$ cat src/rtl/score_datapath.sv
// Score and high-score datapath: 2-digit BCD score, high score,
// and the end-of-game save sequence with its doneSave handshake.
module score_datapath #(
  parameter int SAVE_HOLD = 50_000_000,
  parameter int CNT_W     = 26
) (
  input  logic       clk,
  input  logic       resetn,
  input  logic       ld_reset,
  input  logic       ld_wait,
  input  logic       ld_one,
  input  logic       ld_ten,
  input  logic       ld_save,
  output logic [3:0] score_ones,
  output logic [3:0] score_tens,
  output logic [3:0] hi_ones,
  output logic [3:0] hi_tens,
  output logic       max_flag,
  output logic       new_high,
  output logic       doneSave
);

  typedef enum logic [2:0] {
    S_IDLE,
    S_CMP,
    S_SHOW,
    S_DONE,
    S_REL
  } state_t;

  localparam logic [CNT_W-1:0] HOLD_LAST =
    CNT_W'(SAVE_HOLD - 1);

  state_t           state_q;
  logic [CNT_W-1:0] cnt_q;
  logic [3:0]       ones_q, ones_d;
  logic [3:0]       tens_q, tens_d;
  logic [3:0]       hi_ones_q, hi_tens_q;
  logic             carry_q, carry_d;
  logic             max_q, max_d;
  logic             new_high_q;
  logic             done_q;
  logic             clr;
  logic             at_max;
  logic             score_gt;

  assign clr      = ld_reset | (ld_wait & ~ld_save);
  assign at_max   = (tens_q == 4'd9) && (ones_q == 4'd9);
  assign score_gt = {tens_q, ones_q} > {hi_tens_q, hi_ones_q};

  always_comb begin
    ones_d  = ones_q;
    tens_d  = tens_q;
    carry_d = carry_q;
    if (clr) begin
      ones_d  = 4'd0;
      tens_d  = 4'd0;
      carry_d = 1'b0;
    end else if (ld_one) begin
      if (!at_max) begin
        if (ones_q == 4'd9) begin
          ones_d  = 4'd0;
          carry_d = 1'b1;
        end else begin
          ones_d = ones_q + 4'd1;
        end
      end
    end else if (ld_ten && carry_q) begin
      // tens saturates at 9 so the score can never pass 99
      if (tens_q != 4'd9)
        tens_d = tens_q + 4'd1;
      carry_d = 1'b0;
    end
    max_d = ~clr &
      (max_q | ((tens_d == 4'd9) && (ones_d == 4'd9)));
  end

  always_ff @(posedge clk) begin
    if (!resetn) begin
      ones_q  <= 4'd0;
      tens_q  <= 4'd0;
      carry_q <= 1'b0;
      max_q   <= 1'b0;
    end else begin
      ones_q  <= ones_d;
      tens_q  <= tens_d;
      carry_q <= carry_d;
      max_q   <= max_d;
    end
  end

  always_ff @(posedge clk) begin
    if (!resetn) begin
      state_q    <= S_IDLE;
      cnt_q      <= '0;
      hi_ones_q  <= 4'd0;
      hi_tens_q  <= 4'd0;
      new_high_q <= 1'b0;
      done_q     <= 1'b0;
    end else if (ld_reset) begin
      state_q    <= S_IDLE;
      cnt_q      <= '0;
      new_high_q <= 1'b0;
      done_q     <= 1'b0;
    end else begin
      done_q <= 1'b0;
      unique case (state_q)
        S_IDLE: begin
          if (ld_save)
            state_q <= S_CMP;
        end
        S_CMP: begin
          if (score_gt) begin
            hi_ones_q  <= ones_q;
            hi_tens_q  <= tens_q;
            new_high_q <= 1'b1;
          end else begin
            new_high_q <= 1'b0;
          end
          cnt_q   <= '0;
          state_q <= S_SHOW;
        end
        S_SHOW: begin
          cnt_q <= cnt_q + CNT_W'(1);
          if (cnt_q == HOLD_LAST) begin
            state_q <= S_DONE;
            done_q  <= 1'b1;
          end
        end
        S_DONE: begin
          state_q <= S_REL;
        end
        S_REL: begin
          if (!ld_save)
            state_q <= S_IDLE;
        end
        default: state_q <= S_IDLE;
      endcase
    end
  end

  assign score_ones = ones_q;
  assign score_tens = tens_q;
  assign hi_ones    = hi_ones_q;
  assign hi_tens    = hi_tens_q;
  assign max_flag   = max_q;
  assign new_high   = new_high_q;
  assign doneSave   = done_q;

endmodule

$ cat config.mk
export PLATFORM = sky130hd
export DESIGN_NAME = score_datapath
export DESIGN_NICKNAME = d
export VERILOG_FILES = /design/src/rtl/score_datapath.sv
export SDC_FILE = /design/constraint.sdc
export NUM_CORES = 1
export LEC_CHECK = 0
export ABC_AREA = 1
export CAP_MARGIN = 15
export CORE_MARGIN = 8
export CORE_UTILIZATION = 55
export DETAILED_ROUTE_END_ITERATION = 12
export GPL_TIMING_DRIVEN = 0
export PLACE_DENSITY = 0.77
export SKIP_LAST_GASP = 1
export SYNTH_ARGS = -nofsm -noshare
export SYNTH_HDL_FRONTEND = slang
export SYNTH_SLANG_ARGS = --single-unit
$ cat constraint.sdc
create_clock -name clk -period 1.7 [get_ports clk]
set_input_delay 0.34 -clock clk [delete_from_list [all_inputs] [get_ports clk]]
set_output_delay 0.34 -clock clk [all_outputs]
set_load 0.02 [all_outputs]
Yosys cells after proc, flatten, opt, wreduce, memory -nomap -nowiden
Index checks and enable logic that the tools add are counted.

storage, ports and cells
  input port bits = 7
  register bits after elaboration = 49

cells by class
  $add $sub $neg = 3
  eq/ne operators = 15
  reductions and logical operators = 12
  $lt $le $gt $ge = 1
  muxes and demuxes = 19
  bitwise gates (word level) = 9

operators with widths
  cell                     count
  $pmux W26 S2             1
  $mux W4                  8
  $add A26 B1 Y26 const B  1
  $eq A26 B26 Y1 const B   1
  $eq A4 B4 Y1 const B     4
  $pmux W3 S5              1
  $mux W3                  3
  $reduce_and A3 Y1        3
  $add A4 B1 Y4 const B    2
  $gt A8 B8 Y1             1
  $ne A2 B2 Y1 const B     4
  $eq A3 B2 Y1 const B     2
  $mux W1                  6
  $not A1 Y1               5
  $ne A4 B4 Y1 const B     1
  $reduce_bool A2 Y1       2
  $reduce_or A2 Y1         2
  $eq A3 B1 Y1 const B     1
  $eq A3 B3 Y1 const B     1
  $logic_and A1 B1 Y1      3
  $logic_not A3 Y1         1
  $reduce_or A3 Y1         1
  $and A1 B1 Y1            2
  $ne A2 B1 Y1 const B     1
  $or A1 B1 Y1             2

Logic depth before layout (Yosys ltp)
Gate-level depths: netlist of run 1.

  depth in word-level cells = 9
  gate-level depth with buffers = 13
  gate-level depth less buffers = 12

Worst setup path after synthesis of run 1
No wires, ideal clock.

  path kind = reg2reg
  start point = reg ones_q[0], in the netlist score_ones[0]
  end point = reg hi_tens_q[0], in the netlist hi_tens[0]
  data required time = 1,586 ps
  cell stages (with the launch flop) = 12
  setup slack = -8 ps
  arrival = 1,594 ps
  library setup time = 114 ps
  path through = dfxtp_1 -> inv_1 -> ha_1 -> nor2_1 -> nor2_1 -> o21ai_0 -> nand2_1 -> nand2_1 -> nand3_2 -> buf_6 -> nor2_1 -> nor2_1

between the ends
  longest elaborated chain between the ends = 2

ends and longest elaborated chain
  what                         RTL line  RTL
  from (decl)                  36        logic [3:0] ones_q, ones_d;
  from (signal assigned)       85        ones_q <= ones_d;
  $gt A8 B8 Y1                 49        assign score_gt = {tens_q, ones_q} > {hi_tens_q, hi_ones_q};
  $reduce_and A3 Y1 (no line)  --
  to (signal assigned)         115       hi_tens_q <= tens_q;
  to (decl)                    38        logic [3:0] hi_ones_q, hi_tens_q;

No other way between the ends.
A chain may end at the register's enable or synchronous reset.

Worst setup path in the final report of run 1
  start point = reg ones_q[0], in the netlist score_ones[0]
  end point = reg hi_tens_q[1], in the netlist hi_tens[1]

The elaborated chain is that of the path after synthesis.

==> results of run 1 <==
## cells in the mapped netlist
| cell | instances | area share |
|---|---|---|
| sky130_fd_sc_hd__a211oi_1 | 7 | 0.018 |
| sky130_fd_sc_hd__a211oi_2 | 1 | 0.0044 |
| sky130_fd_sc_hd__a21oi_1 | 24 | 0.042 |
| sky130_fd_sc_hd__a22oi_1 | 3 | 0.0079 |
| sky130_fd_sc_hd__a311oi_1 | 1 | 0.0031 |
| sky130_fd_sc_hd__a31oi_1 | 2 | 0.0044 |
| sky130_fd_sc_hd__a31oi_2 | 1 | 0.0044 |
| sky130_fd_sc_hd__buf_2 | 5 | 0.0088 |
| sky130_fd_sc_hd__buf_6 | 1 | 0.0040 |
| sky130_fd_sc_hd__clkinv_2 | 1 | 0.0018 |
| sky130_fd_sc_hd__clkinv_4 | 1 | 0.0031 |
| sky130_fd_sc_hd__dfxtp_1 | 49 | 0.35 |
| sky130_fd_sc_hd__ha_1 | 11 | 0.048 |
| sky130_fd_sc_hd__inv_1 | 57 | 0.075 |
| sky130_fd_sc_hd__inv_2 | 3 | 0.0040 |
| sky130_fd_sc_hd__nand2_1 | 107 | 0.14 |
| sky130_fd_sc_hd__nand2_2 | 9 | 0.020 |
| sky130_fd_sc_hd__nand2_4 | 2 | 0.0079 |
| sky130_fd_sc_hd__nand3_1 | 30 | 0.053 |
| sky130_fd_sc_hd__nand3_2 | 2 | 0.0070 |
| sky130_fd_sc_hd__nand3b_1 | 1 | 0.0026 |
| sky130_fd_sc_hd__nand3b_2 | 1 | 0.0040 |
| sky130_fd_sc_hd__nand4_1 | 6 | 0.013 |
| sky130_fd_sc_hd__nor2_1 | 63 | 0.083 |
| sky130_fd_sc_hd__nor2_2 | 4 | 0.0088 |
| sky130_fd_sc_hd__nor2_4 | 4 | 0.016 |
| sky130_fd_sc_hd__nor2_8 | 1 | 0.0070 |
| sky130_fd_sc_hd__nor3_1 | 7 | 0.012 |
| sky130_fd_sc_hd__nor3_2 | 1 | 0.0035 |
| sky130_fd_sc_hd__nor3_4 | 1 | 0.0057 |
| sky130_fd_sc_hd__nor4_1 | 1 | 0.0022 |
| sky130_fd_sc_hd__o21a_1 | 1 | 0.0026 |
| sky130_fd_sc_hd__o21ai_0 | 13 | 0.023 |
| sky130_fd_sc_hd__o21ai_2 | 2 | 0.0062 |
| sky130_fd_sc_hd__o22ai_1 | 1 | 0.0022 |
| sky130_fd_sc_hd__xor2_1 | 1 | 0.0031 |
## cells in the final DEF, fill, tap and decap left out, drive strengths merged
cell type,n
nor4,1
nand2,118
dfxtp,49
clkbuf,5
nor3,9
clkinvlp,1
o22ai,1
o21ai,15
a311oi,1
nand3,32
a211oi,8
a22oi,3
dlygate4sd2,4
clkinv,4
nand4,6
buf,7
dlymetal6s2s,4
ha,11
a21oi,24
o21a,1
xor2,1
clkdlybuf4s50,16
nor2,72
inv,60
a31oi,3
nand3b,2
## critical path: cells and delay by family, from the launching register on
family,cells,cell delay [ns]
and+or+nand+nor,7,0.59
DFF,1,0.39
buffers and inverters,2,0.26
adders and majority gates,1,0.21
AOI/OAI and AO/OA,1,0.12
## power breakdown
group	leakage (uW)	switching (uW)	internal, uW
sequential	0.000401	10.4	1150
combinational	0.00106	117	60.5
clock	0.0000439	417	285
## cell families (layout without fill, tap and decap cells)
family	after synthesis	count (layout)
AO/OA/AOI/OAI	56	56
adder cells (fa/ha/maj)	11	11
XOR/XNOR	1	1
flip-flops	49	49
AND/OR/NAND/NOR	240	240
buffers and inverters	68	101
## per-stage QoR
| step | TNS [ns] | util | hold WS [ns] |
|---|---|---|---|
| 2_1_floorplan | 0 | - | 0.444 |
| 3_3_place_gp | -0.693 | 0.629 | 0.446 |
| 4_1_cts | -0.0457 | 0.649 | 0.322 |
| 6_report | 0 | 0.662 | 0.312 |
| 5_1_grt | -0.325 | 0.662 | 0.333 |
| 3_5_place_dp | -0.777 | 0.629 | 0.446 |
## cell type report
cell class,count,share of cell area
inverter,62,0.0716
sequential,49,0.300
multi-input combinational,308,0.489
buffer,6,0.0120
timing repair buffer,25,0.0757
tap,70,0.0262
clock inverter,3,0.00525
clock buffer,5,0.0206
## worst min path at each step
stage          startpoint    endpoint  depth (start not counted)
5_1_grt            resetn  hi_ones[3]                          3
4_1_cts            resetn  hi_tens[0]                          3
6_report           resetn  hi_ones[3]                          3
3_5_place_dp     max_flag    max_flag                          2
3_3_place_gp     max_flag    max_flag                          2
2_1_floorplan     carry_q     carry_q                          2
## sequential cells by signal (all words and copies together), names as in the netlist
signal,cells
cnt_q,26
hi_ones,4
hi_tens,4
score_ones,4
score_tens,4
state_q,3
carry_q,1
doneSave,1
max_flag,1
new_high,1
## timing repair
action | in CTS | in global routing
resized for setup | 12 | 20
setup endpoints to repair | 16 | 12
pin swaps | 0 | 2
cloned | 0 | 0
buffers inserted | 0 | 1
## routing by layer
| metal | vias to the layer above | wire, um | GRT usage |
|---|---|---|---|
| met1 | 1261 | 2950 | 0.198 |
| met2 | 53 | 3440 | 0.330 |
| met5 | - | 0 | 0 |
| met3 | 12 | 275 | 0.0366 |
| met4 | 0 | 131 | 0.0672 |
| li1 | 1425 | - | - |
==> results.md, run 1 <==
* Run status: complete, no violations
* Setup repair after global routing missed its margin: true
* Highest fanout seen on the critical path at 10
* Reg-to-reg critical path startpoint: score_ones[0]
* Fraction of the mapped netlist area in compound gates at 0.119
* Ports at 26
* Detailed router's first-iteration violation count at 130
* Post-synthesis instance total at 425
* Clock tree from TritonCTS: built
* Clock H-tree levels at 2
* Max IR drop VDD at 0.412 mV
* GRT Residual Overflow at 0
* Number of buffers added to fix hold violations after cts at 0
* CP endpoint: hi_tens[1]
* Slew margin rel. at 0.697
* Largest family of logic cells by synthesized area: simple AND/OR/NAND/NOR gates
* Total die area at 0.00772 mm^2
* Layout Cell Area excl Fill at 0.00334 mm^2
* Path category of the worst min-delay check: primary input to flop
* Number of nets in the final layout at 475
* End of the worst register-to-register path: hi_tens[1]
* Area of the multi-input gates at 0.00163 mm^2
* Kind of start point of the critical path: flop
* Crit path launch: score_ones[0]
* GPL Wtd Cong at 0.915
* Period utilisation layout at 0.971
* Port bufs at 24
* Initial antenna violation count at 0
* Width of the die at 87.9 um
* Path depth of the worst reg2reg path at 11
* Post-route non-filler standard cell count at 528
* GRT Total Usage at 0.180
* Floorplan core area at 0.00504 mm^2
* Placed instance count at 519
* Slowest stage cell, crit path: sky130_fd_sc_hd__dfxtp_4
* Final worst-path setup slack at 0.0494 ns
* Final wirelength at 6800 um
* Number of design rule violations left after detail routing at 0
* Via Count at 2751
* Max-cap violations at 0
* Vias in the first global route at 2564
* Total of warnings raised by yosys at 0
* Synthesized area per cell at 6.69 um^2
* Initial Util at 0.564
* Root buffer selected by CTS: sky130_fd_sc_hd__clkbuf_8
* Xor and xnor area share after synthesis at 0.00308
* Portion of netlist area occupied by mux cells at 0
* Max-slew violation count at 0
* Placed instance area at 0.00317 mm^2
* Layout overhead on the synthesized area at 17.5%
* Detailed Place HPWL at 4980 um
* Proportion of layout cells with a drive suffix above 1 at 0.148
* Residual antenna-violating net count after detailed routing at 0
* ANT cells at 0
* Detailed-route wire length per cell at 12.9 um
* Power per cell area at 612 mW/mm^2
* Number of failing setup endpoints in the final timing report at 0
* Leak pwr at 0.00150 uW
* List of cells traversed by the critical path: inv_1 -> ha_1 -> nor2_1 -> nor2_1 -> o21ai_1 -> nand2_1 -> nand2_2 -> nand3_4 -> buf_8 -> nor2_1 -> nor2_1
* Data arrival time of the critical path at 1.87 ns
* Critical path required time at 1.92 ns
* Final worst path period need at 1.65 ns
* Unique cell type count in the Yosys netlist at 36
* Clock Tree Buf Depth at 2
* Die span in y at 87.9 um
* Clock latency reported for the late side of the worst-skew pair at 0.31 ns
* Clock-pin slew of the registers on the worst-case setup and hold paths at 0.10 ns
* Vias/cell at 5.21
* Count of fill cells added during filler insertion at 457
* Critical path type: flop to flop
* Pin count of the biggest net entering global routing at 16
* Number of buffers added by the clock tree synthesis step at 5
* Most frequent CP cell: sky130_fd_sc_hd__nor2_1
* Worst setup skew after layout at 0.00894 ns
* Total number of clock tree sinks at 49
* Setup slack on the worst flop-to-flop path at 0.05 ns
* Row count at 26
* Area of the mapped netlist at 0.00284 mm^2
* Setup Slack @ Placement at -0.288 ns
* Slew at the pin closest to its max-slew limit at 0.451 ns
* Seq/Total Area, Yosys at 0.345
* Footprint of the flip-flops and latches at 0.00100 mm^2
* Crit end category: flop
* Number of storage elements in the synthesis netlist at 49
* Max Clock Freq at 0.606 GHz
* Number of iterations in the first detailed-routing pass at 4
* Fin. Hold Viols at 0
* Adder-Cell Fraction of Synth Area at 0.0484
* Net count after synthesis at 443
* Simple logic cell fraction of the synthesized area at 0.387
* Overall power at 2040 uW
* First-pass GRT wire length at 11200 um
* Maximum cell stage delay along the critical path at 0.39 ns
(Power assumes the default switching activity.)
==> run 2, diff against run 1 <==
Settings changed: CTS_CLUSTER_DIAMETER from default to 120.
==> results of run 2 <==
No change in the layout: final DEF, timing and power equal those of run 1.
